===== src/rtl/pulse_arb_pkg.sv =====
// Shared types and default parameter values for the pulse-driven round-robin arbiter.
package pulse_arb_pkg;
   localparam int DEF_NUM_REQ = 4;
   localparam int DEF_HOLD    = 3;
   localparam int DEF_GAP     = 1;

   typedef enum logic [1:0] {
      ST_IDLE  = 2'd0,
      ST_GRANT = 2'd1,
      ST_GAP   = 2'd2
   } state_t;
endpackage


===== src/rtl/pulse_arb_if.sv =====
// Request/grant bundle between requesters (master) and the arbiter (slave).
interface pulse_arb_if
   import pulse_arb_pkg::*;
#(
   parameter int NUM_REQ = DEF_NUM_REQ
) ();
   localparam int IW = (NUM_REQ > 1) ? $clog2(NUM_REQ) : 1;

   logic               en;
   logic [NUM_REQ-1:0] req;
   logic [NUM_REQ-1:0] gnt;
   logic [IW-1:0]      gnt_id;
   logic               pulse;
   logic               busy;

   modport master (output en, req, input gnt, gnt_id, pulse, busy);
   modport slave  (input en, req, output gnt, gnt_id, pulse, busy);
endinterface


===== src/rtl/pulse_arb_rr_pick.sv =====
// Combinational round-robin search: first set request at or above the pointer, wrapping.
module pulse_arb_rr_pick #(
   parameter int NUM_REQ = 4,
   localparam int IW = (NUM_REQ > 1) ? $clog2(NUM_REQ) : 1
) (
   input  logic [NUM_REQ-1:0] i_req,
   input  logic [IW-1:0]      i_ptr,
   output logic               o_vld,
   output logic [IW-1:0]      o_idx
);
   logic [IW:0] w_pos;

   // Scan from the farthest offset down so the nearest hit is written last.
   always_comb begin
      o_vld = 1'b0;
      o_idx = '0;
      w_pos = '0;
      for (int i = NUM_REQ - 1; i >= 0; i--) begin
         w_pos = {1'b0, i_ptr} + (IW+1)'(i);
         if (w_pos >= (IW+1)'(NUM_REQ))
            w_pos = w_pos - (IW+1)'(NUM_REQ);
         if (i_req[w_pos[IW-1:0]]) begin
            o_vld = 1'b1;
            o_idx = w_pos[IW-1:0];
         end
      end
   end
endmodule


===== src/rtl/pulse_arb.sv =====
// Non-preemptive round-robin arbiter: HOLD-cycle grants with a start pulse, then GAP idle cycles.
module pulse_arb
   import pulse_arb_pkg::*;
#(
   parameter int NUM_REQ = DEF_NUM_REQ,
   parameter int HOLD    = DEF_HOLD,
   parameter int GAP     = DEF_GAP
) (
   input  logic       i_clk,
   input  logic       i_rstn,
   pulse_arb_if.slave bus
);
   localparam int IW = (NUM_REQ > 1) ? $clog2(NUM_REQ) : 1;
   localparam int HW = $clog2(HOLD + 1);

   if (NUM_REQ < 2 || NUM_REQ > 16) begin : g_bad_num_req
      $fatal(1, "pulse_arb: NUM_REQ=%0d outside 2..16", NUM_REQ);
   end
   if (HOLD < 1 || HOLD > 255) begin : g_bad_hold
      $fatal(1, "pulse_arb: HOLD=%0d outside 1..255", HOLD);
   end
   if (GAP < 0 || GAP > 15) begin : g_bad_gap
      $fatal(1, "pulse_arb: GAP=%0d outside 0..15", GAP);
   end

   state_t             r_state;
   logic [IW-1:0]      r_ptr;
   logic [IW-1:0]      r_gnt_id;
   logic [NUM_REQ-1:0] r_gnt;
   logic [HW-1:0]      r_hold;
   logic [3:0]         r_gap;
   logic               r_pulse;
   logic               r_busy;

   logic               w_vld;
   logic [IW-1:0]      w_idx;
   logic [IW-1:0]      w_nxt_ptr;

   pulse_arb_rr_pick #(.NUM_REQ(NUM_REQ)) u_pick (
      .i_req (bus.req),
      .i_ptr (r_ptr),
      .o_vld (w_vld),
      .o_idx (w_idx)
   );

   assign w_nxt_ptr = (r_gnt_id == IW'(NUM_REQ - 1)) ? '0 : r_gnt_id + 1'b1;

   always_ff @(posedge i_clk or negedge i_rstn) begin
      if (!i_rstn) begin
         r_state  <= ST_IDLE;
         r_ptr    <= '0;
         r_gnt_id <= '0;
         r_gnt    <= '0;
         r_hold   <= '0;
         r_gap    <= '0;
         r_pulse  <= 1'b0;
         r_busy   <= 1'b0;
      end else begin
         case (r_state)
            ST_IDLE: begin
               if (bus.en && w_vld) begin
                  r_state  <= ST_GRANT;
                  r_gnt    <= NUM_REQ'(1) << w_idx;
                  r_gnt_id <= w_idx;
                  r_pulse  <= 1'b1;
                  r_busy   <= 1'b1;
                  r_hold   <= HW'(1);
               end
            end
            ST_GRANT: begin
               r_pulse <= 1'b0;
               // en and req are ignored here: a grant always runs its full length.
               if (r_hold == HW'(HOLD)) begin
                  r_ptr    <= w_nxt_ptr;
                  r_gnt    <= '0;
                  r_gnt_id <= '0;
                  r_hold   <= '0;
                  if (GAP == 0) begin
                     r_state <= ST_IDLE;
                     r_busy  <= 1'b0;
                  end else begin
                     r_state <= ST_GAP;
                     r_gap   <= 4'd1;
                  end
               end else begin
                  r_hold <= r_hold + 1'b1;
               end
            end
            ST_GAP: begin
               if (r_gap == 4'(GAP)) begin
                  r_state <= ST_IDLE;
                  r_busy  <= 1'b0;
                  r_gap   <= '0;
               end else begin
                  r_gap <= r_gap + 1'b1;
               end
            end
            default: r_state <= ST_IDLE;
         endcase
      end
   end

   assign bus.gnt    = r_gnt;
   assign bus.gnt_id = r_gnt_id;
   assign bus.pulse  = r_pulse;
   assign bus.busy   = r_busy;
endmodule


===== src/flat_wrapper.sv =====
// flat-port wrapper written by rule: the top's interface ports become plain ports
module pulse_arb_flat import pulse_arb_pkg::*;
#(
   parameter int NUM_REQ = DEF_NUM_REQ,
   parameter int HOLD    = DEF_HOLD,
   parameter int GAP     = DEF_GAP
)
  (i_clk, i_rstn, bus_en, bus_req, bus_gnt, bus_gnt_id, bus_pulse, bus_busy);
  pulse_arb_if #(.NUM_REQ(NUM_REQ)) bus_i ();
  input  logic i_clk;
  input  logic i_rstn;
  input wire logic [$bits(bus_i.en)-1:0] bus_en;
  input wire logic [$bits(bus_i.req)-1:0] bus_req;
  output wire logic [$bits(bus_i.gnt)-1:0] bus_gnt;
  output wire logic [$bits(bus_i.gnt_id)-1:0] bus_gnt_id;
  output wire logic [$bits(bus_i.pulse)-1:0] bus_pulse;
  output wire logic [$bits(bus_i.busy)-1:0] bus_busy;
  assign bus_i.en = bus_en;
  assign bus_i.req = bus_req;
  assign bus_gnt = bus_i.gnt;
  assign bus_gnt_id = bus_i.gnt_id;
  assign bus_pulse = bus_i.pulse;
  assign bus_busy = bus_i.busy;
  pulse_arb #(.NUM_REQ(NUM_REQ), .HOLD(HOLD), .GAP(GAP)) u_core (.i_clk(i_clk), .i_rstn(i_rstn), .bus(bus_i));
endmodule

===== config.mk =====
export PLATFORM = sky130hd
export DESIGN_NAME = pulse_arb_flat
export DESIGN_NICKNAME = d
export VERILOG_FILES = /design/src/rtl/pulse_arb_pkg.sv /design/src/rtl/pulse_arb_if.sv /design/src/rtl/pulse_arb_rr_pick.sv /design/src/rtl/pulse_arb.sv /design/src/flat_wrapper.sv
export SDC_FILE = /design/constraint.sdc
export NUM_CORES = 1
export LEC_CHECK = 0
export BUFFER_PORTS_ARGS = -buffer_cell sky130_fd_sc_hd__buf_2
export CAP_MARGIN = 10
export CORE_MARGIN = 4
export CORE_UTILIZATION = 35
export DETAILED_ROUTE_END_ITERATION = 6
export SYNTH_ARGS = -nofsm -noshare
export SYNTH_HDL_FRONTEND = slang
export SYNTH_HIERARCHICAL = 1
export SYNTH_SLANG_ARGS = --single-unit

===== constraint.sdc =====
create_clock -name i_clk -period 3.5 [get_ports i_clk]
set_input_delay 0 -clock i_clk [delete_from_list [all_inputs] [get_ports i_clk]]
set_output_delay 0 -clock i_clk [all_outputs]
set_load 0.01 [all_outputs]

==> impl_metrics.sql, run 1 <==
INSERT INTO impl_metrics (metric_group, metric, value, unit) VALUES
('status', 'run_status', 'finished, final reports clean', ''),
('global_routing', 'grt_overflow_total', '0', ''),
('logic_synthesis', 'syn_area_per_cell', '10.44', 'um2'),
('setup_path', 'critical-path-top-delay-family', 'compound AO/OA/AOI/OAI gates', ''),
('clock_network', 'tritoncts_buffers', '3', ''),
('detailed_routing', 'first_pass_iters', '4', ''),
('detailed_routing', 'routed_wl', '1.843', 'mm'),
('sta', 'setup_viol_count_final', '0', ''),
('die', 'design.die.area', '0.003475', 'mm2'),
('sta', 'final-hold-violation-count', '0', ''),
('pwr', 'power.density', '807.4', 'mW/mm2'),
('setup_path', 'timing_worst_setup_path_type', 'register to register', ''),
('sta', 'final.period_utilization', '41.97', '%'),
('sta', 'setup_slack', '2.031', 'ns'),
('clock_network', 'path_clk_slew', '0.11', 'ns'),
('layout', 'num-nets-final', '117', ''),
('logic_synthesis', 'post-synth-top-area-cell', 'sky130_fd_sc_hd__dfrtp_1', ''),
('logic_synthesis', 'ys_warn_count', '6', ''),
('placed_design', 'dpl-instance-area', '0.001011', 'mm2'),
('sta', 'slew_viol_final', '0', ''),
('setup_path', 'slowest_delay', '0.45', 'ns'),
('die', 'placementRows', '18', ''),
('layout', 'layout_area_growth_over_synthesis', '16.39', '%'),
('setup_path', 'crit_arrival', '1.66', 'ns'),
('logic_synthesis', 'netlist_instances', '87', ''),
('detailed_routing', 'antenna_violating_nets_left', '0', ''),
('layout', 'drive_gt1_share', '21.90', '%'),
('logic_synthesis', 'post_synth_num_cell_types', '29', ''),
('setup_path', 'start_kind', 'register', ''),
('setup_path', 'timing.critical_path.required', '3.69', 'ns'),
('global_routing', 'antenna_found_initial', '0', ''),
('clock_network', 'post_cts_buffers', '0', ''),
('sta', 'max-slew-margin-rel', '72.39', '%'),
('clock_network', 'deepest_clock_path_buffer_count', '2', ''),
('die', 'die_x', '58.95', 'um'),
('die', 'die_h', '58.95', 'um'),
('clock_network', 'cts.root.buffer_cell', 'sky130_fd_sc_hd__clkbuf_4', ''),
('setup_path', 'setup.worst_path.end_class', 'register', ''),
('placed_design', 'gpl.final_weighted_congestion', '0.7154', ''),
('sta', 'whs', '0.1069', 'ns'),
('layout', 'fin_area', '0.001057', 'mm2'),
('global_routing', 'grt_usage', '12.33', '%'),
('sta', 'clock_skew', '0.004099', 'ns'),
('sta', 'fin_setup_tns', '0', 'ns'),
('setup_path', 'path_buf_inv', '1', ''),
('clock_network', 'insertion_delay', '0.29', 'ns'),
('logic_synthesis', 'synth-edff-count', '0', ''),
('die', 'io-pin-count', '15', ''),
('logic_synthesis', 'ys_ff_latch', '18', ''),
('logic_synthesis', 'yosys-top-cells-area', 'sky130_fd_sc_hd__dfrtp_1 (50%), sky130_fd_sc_hd__ha_1 (5.5%), sky130_fd_sc_hd__nand2_1 (5.0%)', ''),
('logic_synthesis', 'synth_top_area_share', '49.59', '%'),
('logic_synthesis', 'synthesis.nets', '98', ''),
('pwr', 'power.ir.vdd_worst', '421.3', 'uV'),
('sta', 'layout_min_cycle_time', '1.469', 'ns'),
('detailed_routing', 'detailroute.via_count', '721', ''),
('placed_design', 'place_hpwl', '1.356', 'mm'),
('placed_design', 'io_buffer_count', '14', ''),
('placed_design', 'place_worst_setup_slack', '2.087', 'ns'),
('global_routing', 'pin_count_of_the_biggest_net_entering_global_routing', '19', ''),
('logic_synthesis', 'summed_instance_area_of_the_synthesized_netlist', '908.4', 'um2'),
('detailed_routing', 'detail_route.vias_per_cell', '5.341', ''),
('global_routing', 'first_global_vias', '731', ''),
('sta', 'timing_worst_slew_pin_value', '0.4141', 'ns'),
('layout', 'diodes', '0', ''),
('clock_network', 'clock_sink_count', '18', ''),
('hold_path', 'worst_hold_path_type', 'input port to register', ''),
('die', 'core_area', '0.002477', 'mm2'),
('detailed_routing', 'drt_first_iter_violations', '17', ''),
('clock_network', 'h-tree-depth', '1', ''),
('setup_path', 'worst_path_max_delay_cell', 'sky130_fd_sc_hd__dfrtp_1', ''),
('layout', 'post-route-util', '42.68', '%');
[cells by family (layout without fill, tap and decap cells)]
family	Yosys count	in the layout	share of synthesized area, %
compound gates	21	21	16.53
fa+ha+maj	4	4	5.510
buf+inv	6	24	2.617
flops	18	18	49.59
mux	2	2	2.204
simple gates	36	36	23.55
[worst reg2reg max path, delay by kind of cell (launching register included)]
kind | cells | cell delay (ns)
AOI/OAI and AO/OA | 2 | 0.66
DFF | 1 | 0.45
muxes | 1 | 0.15
buffers and inverters | 1 | 0.11
[metal layers]
metal	vias to the layer above	part of all wire, %	track usage (%)
li1	350	-	-
met2	13	49	20.03
met3	0	2.8	2.632
met4	0	0	2.913
met5	-	0	0
met1	358	49	16.76
[per-stage QoR]
stage	total power [mW]	instances
finish	0.8536	135
detailed placement	0.7284	130
global route	0.9393	135
CTS	0.8638	135
global placement	0.7208	130
floorplan	0.6190	87
[placed cells by master, fill, tap and decap left out, types with 3 or more instances in the layout]
| cell | n |
|---|---|
| sky130_fd_sc_hd__o31ai_1 | 4 |
| sky130_fd_sc_hd__nor2_1 | 6 |
| sky130_fd_sc_hd__nand2b_1 | 3 |
| sky130_fd_sc_hd__o21ai_0 | 6 |
| sky130_fd_sc_hd__a32o_1 | 3 |
| sky130_fd_sc_hd__inv_1 | 5 |
| sky130_fd_sc_hd__nand2_1 | 12 |
| sky130_fd_sc_hd__clkbuf_4 | 3 |
| sky130_fd_sc_hd__buf_2 | 14 |
| sky130_fd_sc_hd__a21oi_1 | 3 |
| sky130_fd_sc_hd__ha_1 | 4 |
| sky130_fd_sc_hd__dfrtp_1 | 18 |
[state kept, by name, indices dropped and copies added (netlist names)]
signal,count
u_core/r_state,2
u_core/r_gap,4
u_core/bus.pulse,1
u_core/r_hold,2
u_core/bus.gnt_id,2
u_core/bus.gnt,4
u_core/r_ptr,2
u_core/bus.busy,1
[power by group]
part | switching (mW) | internal, mW | total [mW] | leakage [nW]
clock network | 0.0657 | 0.0633 | 0.129 | 0.0210
logic | 0.189 | 0.163 | 0.352 | 0.261
registers | 0.0799 | 0.293 | 0.373 | 0.227
[area by class of cell]
type	instances	area (um2)
Clock buffer	4	36.28
Fill cell	254	1420
Inverter	5	18.77
Multi-Input combinational cell	63	434.2
Sequential cell	18	450.4
Tap cell	30	37.54
Timing Repair Buffer	15	80.08
[final timing paths]
check                      cells after the start                 to  slack (ns)              from
setup / recovery                               4  u_core/bus.gnt[1]        2.03   u_core/r_ptr[1]
hold / removal                                 4  u_core/bus.gnt[1]        0.11        bus_req[0]
setup reg to reg                               4  u_core/bus.gnt[1]        2.03   u_core/r_ptr[1]
hold reg to reg                                2   u_core/bus.pulse        0.48  u_core/bus.pulse
max in group asynchronous                      2   u_core/r_hold[0]        3.04            i_rstn
min in group asynchronous                      2    u_core/r_gap[1]        0.17            i_rstn
[cells in the mapped netlist (2+ instances only)]
master                     number
sky130_fd_sc_hd__a22o_1         2
sky130_fd_sc_hd__o21ai_0        6
sky130_fd_sc_hd__nand2b_1       3
sky130_fd_sc_hd__a32o_1         3
sky130_fd_sc_hd__inv_1          5
sky130_fd_sc_hd__a21oi_1        3
sky130_fd_sc_hd__o31ai_1        4
sky130_fd_sc_hd__dfrtp_1       18
sky130_fd_sc_hd__ha_1           4
sky130_fd_sc_hd__nor2_1         6
sky130_fd_sc_hd__nor2b_1        2
sky130_fd_sc_hd__nand2_1       12
sky130_fd_sc_hd__mux2i_1        2
sky130_fd_sc_hd__nand3_1        2
[repair_timing]
action,4_1_cts,5_1_grt
endpoints found under the hold margin,18,0
resized for setup,0,0
hold buffers,1,0
Power figures use the tool's default switching activity.
==> run 2, diff against run 1 <==
==> constraint.sdc (replaced) <==
create_clock -name i_clk -period 1.2 [get_ports i_clk]
set_input_delay 0 -clock i_clk [delete_from_list [all_inputs] [get_ports i_clk]]
set_output_delay 0 -clock i_clk [all_outputs]
set_load 0.01 [all_outputs]
==> impl_metrics.sql, run 2 (synthesis gave the netlist of run 1 again) <==
INSERT INTO impl_metrics (metric_group, metric, value, unit) VALUES
('sta', 'timing_worst_slew_pin_value', '0.4097', 'ns'),
('layout', 'most_frequent_standard_cell_in_the_layout_excluding_fill_and_tap_cells', 'sky130_fd_sc_hd__dfrtp_1', ''),
('sta', 'slew_viol_final', '0', ''),
('layout', 'post-route-util', '51.36', '%'),
('setup_path', 'timing_worst_setup_path_type', 'register to register', ''),
('die', 'die_h', '58.95', 'um'),
('clock_network', 'path_clk_slew', '0.10', 'ns'),
('sta', 'layout_min_cycle_time', '1.372', 'ns'),
('detailed_routing', 'drt_first_iter_violations', '11', ''),
('clock_network', 'insertion_delay', '0.29', 'ns'),
('placed_design', 'io_buffer_count', '14', ''),
('sta', 'setup_slack', '-0.1716', 'ns'),
('detailed_routing', 'detailroute.via_count', '779', ''),
('sta', 'clock_skew', '0.001928', 'ns'),
('die', 'placementRows', '18', ''),
('setup_path', 'setup.worst_path.end_class', 'register', ''),
('flow_run', 'max_cap_violations', '0', ''),
('layout', 'diodes', '0', ''),
('layout', 'layout.cells.non_filler', '152', ''),
('clock_network', 'tritoncts_clock_tree', 'done', ''),
('layout', 'num-nets-final', '135', ''),
('setup_path', 'crit_path_max_fanout', '4', ''),
('detailed_routing', 'drc', '0', ''),
('detailed_routing', 'first_pass_iters', '3', ''),
('status', 'run_status', 'complete, but fails checks', ''),
('setup_path', 'start_kind', 'register', ''),
('placed_design', 'place_hpwl', '1.572', 'mm'),
('layout', 'final_cell_mix', 'sky130_fd_sc_hd__dfrtp_1 (18), sky130_fd_sc_hd__buf_4 (17), sky130_fd_sc_hd__buf_2 (14), sky130_fd_sc_hd__nand2_1 (10), sky130_fd_sc_hd__nor2_1 (5)', ''),
('pwr', 'power.density', '2342', 'mW/mm2'),
('status', 'failing_checks', 'negative setup slack', ''),
('hold_path', 'worst_hold_path_type', 'input port to register', ''),
('detailed_routing', 'antenna_violating_nets_left', '0', ''),
('global_routing', 'antenna_found_initial', '0', ''),
('detailed_routing', 'detail_route.vias_per_cell', '5.125', ''),
('clock_network', 'clock_sink_count', '18', ''),
('sta', 'max-slew-margin-rel', '72.68', '%'),
('global_routing', 'grt_usage', '13.29', '%'),
('sta', 'setup_viol_count_final', '12', ''),
('sta', 'clock.fmax', '0.7291', 'GHz'),
('clock_network', 'h-tree-depth', '1', ''),
('layout', 'drive_gt1_share', '45.08', '%'),
('sta', 'final.period_utilization', '114.3', '%'),
('clock_network', 'tritoncts_buffers', '3', ''),
('die', 'start_util', '36.67', '%'),
('global_routing', 'first_global_vias', '831', ''),
('sta', 'final-hold-violation-count', '0', ''),
('setup_path', 'timing.critical_path.required', '1.39', 'ns'),
('global_routing', 'grt_overflow_total', '0', ''),
('placed_design', 'gpl.final_weighted_congestion', '0.6929', ''),
('die', 'die_x', '58.95', 'um'),
('die', 'core_area', '0.002477', 'mm2'),
('detailed_routing', 'routed_wl', '2.081', 'mm'),
('setup_path', 'crit_arrival', '1.56', 'ns'),
('pwr', 'power.static_leakage', '0.6023', 'nW'),
('placed_design', 'dp_cells', '146', ''),
('die', 'io-pin-count', '15', ''),
('global_routing', 'pin_count_of_the_biggest_net_entering_global_routing', '19', ''),
('clock_network', 'cts.root.buffer_cell', 'sky130_fd_sc_hd__clkbuf_4', ''),
('die', 'design.die.area', '0.003475', 'mm2'),
('layout', 'layout_area_growth_over_synthesis', '40.08', '%'),
('detailed_routing', 'routed_wire_length_per_instance', '13.69', 'um'),
('clock_network', 'deepest_clock_path_buffer_count', '2', ''),
('sta', 'rsz0062_at_grt', 'yes', ''),
('global_routing', 'first_pass_grt_wire_length', '3.491', 'mm'),
('placed_design', 'place_worst_setup_slack', '-0.2257', 'ns'),
('pwr', 'power.ir.vdd_worst', '1260', 'uV');
==> run 2: cell count changes in the layout (fill, tap and decap cells not counted), sizes merged <==
cell	change
buf	+18
clkbuf	-1
==> run 2: layout make-up <==
type / count / area [um2]
clock buffer: 3 / 22.52
fill: 239 / 1205
multi-input combinational: 63 / 524.3
inverter: 5 / 18.77
tap: 30 / 37.54
sequential: 18 / 450.4
timing repair buffer: 33 / 219.0
==> run 2: per-stage QoR <==
step                      total power [mW]  hold slack, ns  TNS, ns  area (um2)
after floorplan                      1.811         -0.2956  -0.3531       910.9
after global placement               2.378        -0.04247   -1.055        1134
after detailed placement             2.436        -0.04061   -1.700        1134
after CTS                            2.907         0.05262   -1.310        1234
after global routing                 3.237         0.06344   -2.286        1272
final                                2.981         0.05173   -1.248        1272
==> run 2: power breakdown <==
| part | internal, mW | total, mW | leakage [nW] | switching, mW |
|---|---|---|---|---|
| combinational | 0.881 | 1.60 | 0.361 | 0.718 |
| clock | 0.117 | 0.301 | 0.0138 | 0.184 |
| sequential | 0.854 | 1.08 | 0.227 | 0.227 |
==> run 2: metal layers <==
| layer | global-route usage [%] | wire (um) | vias up |
|---|---|---|---|
| met3 | 3.070 | 75 | 0 |
| met1 | 15.38 | 950 | 387 |
| li1 | - | - | 383 |
| met5 | 0 | 0 | - |
| met2 | 23.50 | 1056 | 9 |
| met4 | 5.178 | 0 | 0 |
==> run 2: worst max-delay path: stages, from the launching register on <==
cell	delay [ns]
sky130_fd_sc_hd__dfrtp_1	0.43
sky130_fd_sc_hd__inv_1	0.07
sky130_fd_sc_hd__ha_2	0.16
sky130_fd_sc_hd__or3b_4	0.39
sky130_fd_sc_hd__a32o_1	0.22
==> run 2: worst paths after layout <==
check | start | slack (ns) | depth (start not counted) | endpoint
hold reg to reg | u_core/bus.busy | 0.48 | 2 | u_core/bus.busy
min in group asynchronous | i_rstn | 0.16 | 2 | u_core/r_gap[1]
setup reg to reg | u_core/r_gap[1] | -0.17 | 4 | u_core/r_gap[1]
setup / recovery | u_core/r_gap[1] | -0.17 | 4 | u_core/r_gap[1]
max in group asynchronous | i_rstn | 0.75 | 2 | u_core/bus.gnt_id[1]
hold / removal | bus_req[0] | 0.05 | 4 | u_core/bus.gnt[1]
==> run 2: timing repair <==
item / CTS / global route
hold buffers: 1 / 0
endpoints found under the hold margin: 18 / 0
buffers inserted: 1 / 1
gates resized for setup: 15 / 5
pin swaps: 13 / 2
endpoints found under the setup margin: 14 / 17
